===== config.mk =====
export PLATFORM = sky130hd
export DESIGN_NAME = if_prefetch_queue
export DESIGN_NICKNAME = d
export VERILOG_FILES = /design/src/rtl/if_prefetch_queue.sv
export SDC_FILE = /design/constraint.sdc
export NUM_CORES = 1
export LEC_CHECK = 0
export ABC_AREA = 1
export BUFFER_PORTS_ARGS = -buffer_cell sky130_fd_sc_hd__buf_4
export CAP_MARGIN = 20
export CORE_MARGIN = 2
export CORE_UTILIZATION = 53
export DETAILED_ROUTE_END_ITERATION = 8
export PLACE_DENSITY = 0.76
export SYNTH_ARGS = -nofsm -noshare
export SYNTH_HDL_FRONTEND = slang
export SYNTH_SLANG_ARGS = --single-unit
export TNS_END_PERCENT = 100

===== constraint.sdc =====
create_clock -name i_clk -period 1.85 [get_ports i_clk]
set_input_delay 0.185 -clock i_clk [delete_from_list [all_inputs] [get_ports i_clk]]
set_output_delay 0.185 -clock i_clk [all_outputs]
set_load 0.01 [all_outputs]

===== src/rtl/if_prefetch_queue.sv =====
// if_prefetch_queue: sequential instruction fetch with a DEPTH-entry prefetch FIFO and redirect flush
module if_prefetch_queue #(
  parameter int ADDR_W = 64,
  parameter int INST_W = 32,
  parameter int DEPTH = 4,
  parameter logic [ADDR_W-1:0] RESET_PC = '0,
  parameter int PC_STEP = 4
) (
  input  logic                         i_clk,
  input  logic                         i_rst_n,
  output logic                         o_i_valid_addr,
  output logic [ADDR_W-1:0]            o_i_addr,
  input  logic                         i_i_valid_inst,
  input  logic [INST_W-1:0]            i_i_inst,
  output logic                         o_inst_valid,
  output logic [INST_W-1:0]            o_inst,
  output logic [ADDR_W-1:0]            o_inst_addr,
  input  logic                         i_inst_ready,
  input  logic                         i_redirect_valid,
  input  logic [ADDR_W-1:0]            i_redirect_addr,
  output logic [$clog2(DEPTH+1)-1:0]   o_q_count
);
  localparam int PW = $clog2(DEPTH);
  localparam int CW = $clog2(DEPTH + 1);
  logic [ADDR_W-1:0] fetch_pc, req_addr;
  logic              outstanding, discard;
  logic [INST_W-1:0] inst_q [DEPTH];
  logic [ADDR_W-1:0] addr_q [DEPTH];
  logic [PW-1:0]     wr_ptr, rd_ptr;
  logic              issue, resp, push, pop;
  assign issue = !i_redirect_valid && !outstanding && (o_q_count != CW'(DEPTH));
  assign resp = outstanding & i_i_valid_inst;
  assign push = resp & !discard & !i_redirect_valid;
  assign pop = o_inst_valid & i_inst_ready & !i_redirect_valid;
  assign o_inst_valid = o_q_count != '0;
  assign o_inst = inst_q[rd_ptr];
  assign o_inst_addr = addr_q[rd_ptr];
  // Fetch side: one request in flight at a time; a redirect retargets the PC and marks any in-flight reply stale
  always_ff @(posedge i_clk or negedge i_rst_n) begin
    if (!i_rst_n) begin
      o_i_valid_addr <= 1'b0;
      o_i_addr       <= '0;
      fetch_pc       <= RESET_PC;
      req_addr       <= '0;
      outstanding    <= 1'b0;
      discard        <= 1'b0;
    end else begin
      o_i_valid_addr <= issue;
      if (issue) begin
        o_i_addr <= fetch_pc;
        req_addr <= fetch_pc;
        fetch_pc <= fetch_pc + ADDR_W'(PC_STEP);
      end
      if (i_redirect_valid) fetch_pc <= i_redirect_addr;
      outstanding <= issue | (outstanding & !resp);
      discard     <= outstanding & !resp & (discard | i_redirect_valid);
    end
  end
  // Queue side: redirect flush wins over push and pop in the same cycle
  always_ff @(posedge i_clk or negedge i_rst_n) begin
    if (!i_rst_n) begin
      wr_ptr    <= '0;
      rd_ptr    <= '0;
      o_q_count <= '0;
      for (int i = 0; i < DEPTH; i++) begin
        inst_q[i] <= '0;
        addr_q[i] <= '0;
      end
    end else if (i_redirect_valid) begin
      wr_ptr    <= '0;
      rd_ptr    <= '0;
      o_q_count <= '0;
    end else begin
      if (push) begin
        inst_q[wr_ptr] <= i_i_inst;
        addr_q[wr_ptr] <= req_addr;
        wr_ptr         <= wr_ptr + 1'b1;
      end
      if (pop) rd_ptr <= rd_ptr + 1'b1;
      o_q_count <= o_q_count + CW'(push) - CW'(pop);
    end
  end
endmodule


==> run_results.csv <==
group,metric,value,unit
run_status,status,"finished, violations left",
run_status,violations,"setup timing",
power,power_density,1500,nW/um^2
final_layout,drive_above_1_share,30.4,%
cts,clock_path_buffers,3,
synth,yosysWarningCount,0,
routing,first_pass_iters,5,
power,finalPower,49.0,mW
routing,wl_met1,32.7,mm
final_layout,area_delta_synth_final,32.9,%
critical_path,critPathArrivalTime,2.17,ns
critical_path,cp-start-kind,"register",
synth,synth-compound-area-share,9.60,%
global_routing,grtUsageTotal,31.9,%
cts,clk_pin_slew_worst_paths,0.06,ns
synth,syn-mean-instance-area,10.0,um^2
synth,yosys.area_share.simple,13.7,%
sta,final.setup.tns,-32.99,ns
floorplanning,core,45600,um^2
synth,synthMuxAreaShare,17.6,%
routing,met2_length,40.0,mm
floorplanning,ios,266,
sta,maxSlewHeadroom,64.8,%
cts,clock_sinks,522,
routing,wl_met3,7.07,mm
cts,tritoncts,"yes",
worst_hold_path,min-delay-path-class,"in -> async",
critical_path,crit_fanout,26,
routing,route.vias.total,20900,
sta,slew_viol_final,0,
cts,numCtsBuffers,54,
global_routing,antenna_found_initial,1,
routing,dr.max_layer_used,"met4",
sta,max_freq,425,MHz
synth,synth_xor_xnor_area_share,0.392,%
final_layout,utilization,71.6,%
routing,drtIter0Drc,2068,
place,dp_hpwl,47.1,mm
critical_path,critPathKind,"reg -> out",
global_routing,grt_start_max_net_pins,84,
synth,synth_top_family_by_area,"multiplexers",
power,leakage,15.7,nW
cts,htree_num_levels,2,
sta,worst_slew_pin_slew,0.528,ns
sta,rsz0062_at_grt,"yes",
synth,ys_seq_elements,522,
final_layout,final_cell_mix,"dfrtp_1 (518), nor2_1 (373), buf_4 (339), nand2_1 (275), mux2_2 (225)",
global_routing,grt-ovfl-total,0,
critical_path,crit_required,1.66,ns
cts,clock-root-buffer,"clkbuf_16",
place,io_buffers,265,
critical_path,reg2reg_from,"o_q_count[1]",
synth,synthCells,2453,
synth,syn_area,24600,um^2
global_routing,grt_pass1_vias,21100,
critical_path,cp-end-kind,"output pin",
sta,hold_viol_final,0,
power,ir_worst_vdd,1030,uV
floorplanning,start_util,53.9,%
sta,fin_ws,-0.500,ns
global_routing,grt_pass1_wl,119,mm
routing,antenna_left,0,
final_layout,nets,3017,
synth,synth_fa_ha_area_share,0.438,%
routing,drc,0,
final_layout,final_common_cell,"dfrtp_1",
floorplanning,die_area,48100,um^2
sta,finClkSkew,0.0312,ns
routing,avgRoutedWirePerCell,23.2,um
sta,setup_violations,99,
synth,synth_cell_types,31,
floorplanning,num_rows,78,
place,place_ws,-0.0754,ns
synth,syn-num-nets,2562,
synth,yosysSeqAreaShare,53.2,%
sta,fin_crit,2.35,ns
place,gp_congestion,0.975,
job,maxCapViolCount,0,
cts,clk_latency,0.62,ns
critical_path,crit_start,"rd_ptr[0]",
routing,wl,82.3,mm
floorplanning,die_w,219,um
sta,holdWs,0.0794,ns
sta,fin_crit_sh,127,%
routing,post_drt_via_cell_ratio,5.88,
floorplanning,die_y,219,um
==> flip-flops by register name, summed over array words and instances (netlist names) <==
signal and cells:
addr_q 256, discard 1, fetch_pc 64, inst_q 128
o_i_valid_addr 1, o_q_count 3, outstanding 1, rd_ptr 2
req_addr 64, wr_ptr 2
==> routing by layer <==
layer  vias to the layer above  track usage (%)
met5                         -                0
met4                         0             10.4
li1                       9234                -
met3                       184             5.52
met1                     10500             42.3
met2                       991             53.4
==> path summary, 6_finish.rpt <==
path,end,slack [ns],cells past startpoint
worst min register to register,inst_q[55],0.48,1
min in group i_clk,discard,0.35,3
worst max register to register,o_q_count[1],-0.09,10
max in group asynchronous,addr_q[171],0.92,3
worst min-delay path,inst_q[7],0.08,2
worst max-delay path,o_inst_addr[54],-0.50,5
==> metrics by stage <==
stage                     cells  instance area, um^2
after CTS                  3525                31600
after global routing       3554                32600
after floorplan            2453                24600
after detailed placement   3292                27900
after global placement     3292                27900
final                      3554                32600
==> where the power goes <==
group	internal [mW]	switching, mW	leakage (nW)	total (mW)
clock	6.57	4.81	0.905	11.4
sequential	15.1	3.27	6.71	18.3
combinational	9.51	9.79	8.10	19.3
==> logic make-up after synthesis <==
group                      after synthesis
muxes                                  384
adders and majority gates                8
AOI/OAI and AO/OA                      432
and+or+nand+nor                        825
buffers and inverters                  271
DFF                                    522
xor gates and xnor gates                11
==> final cells by class <==
cell class / instances / area, um^2
inverters: 134 / 520
clock inverters: 24 / 270
flip-flops and latches: 522 / 13100
diodes: 1 / 2.50
clock buffers: 77 / 1590
repair buffers: 536 / 5620
well taps: 600 / 751
multi-input cells: 1660 / 10800
fillers: 3019 / 12900
==> worst max-delay path: stages, from the launching register on <==
cell     delay [ns]
dfrtp_4        0.54
buf_12         0.17
buf_16         0.16
o21ai_0        0.32
o22ai_2        0.15
buf_4          0.17
==> Yosys cell counts <==
cell type | count | area (um^2)
buf_6 | 21 | 236
a21oi_1 | 3 | 15.0
nand3_1 | 66 | 330
o221ai_1 | 2 | 17.5
o21ai_0 | 300 | 1500
nor2_2 | 3 | 18.8
nand2_4 | 2 | 22.5
fa_1 | 1 | 20.0
buf_4 | 3 | 22.5
mux2_1 | 160 | 1800
nand2_2 | 2 | 12.5
inv_2 | 2 | 7.51
nor3_1 | 1 | 5.00
o22ai_1 | 96 | 601
ha_1 | 7 | 87.6
nand3b_1 | 23 | 173
o21ai_1 | 4 | 20.0
o21bai_1 | 8 | 60.1
xor2_1 | 9 | 78.8
inv_1 | 132 | 495
clkbuf_1 | 72 | 270
o21a_1 | 6 | 45.0
mux2_2 | 224 | 2520
buf_2 | 41 | 205
nand4_1 | 9 | 56.3
nor2_4 | 7 | 78.8
dfrtp_1 | 522 | 13100
xnor2_1 | 2 | 17.5
nor2_1 | 425 | 1600
nand2_1 | 287 | 1080
o211ai_1 | 13 | 97.6
==> what timing repair did <==
item,CTS,global route
cloned,17,22
hold endpoints to repair,612,0
setup buffers,16,8
hold buffers,100,0
resized for setup,117,198
endpoints found under the setup margin,98,155
pin swaps,27,39
Note: power is estimated with default switching activity, not from simulation.
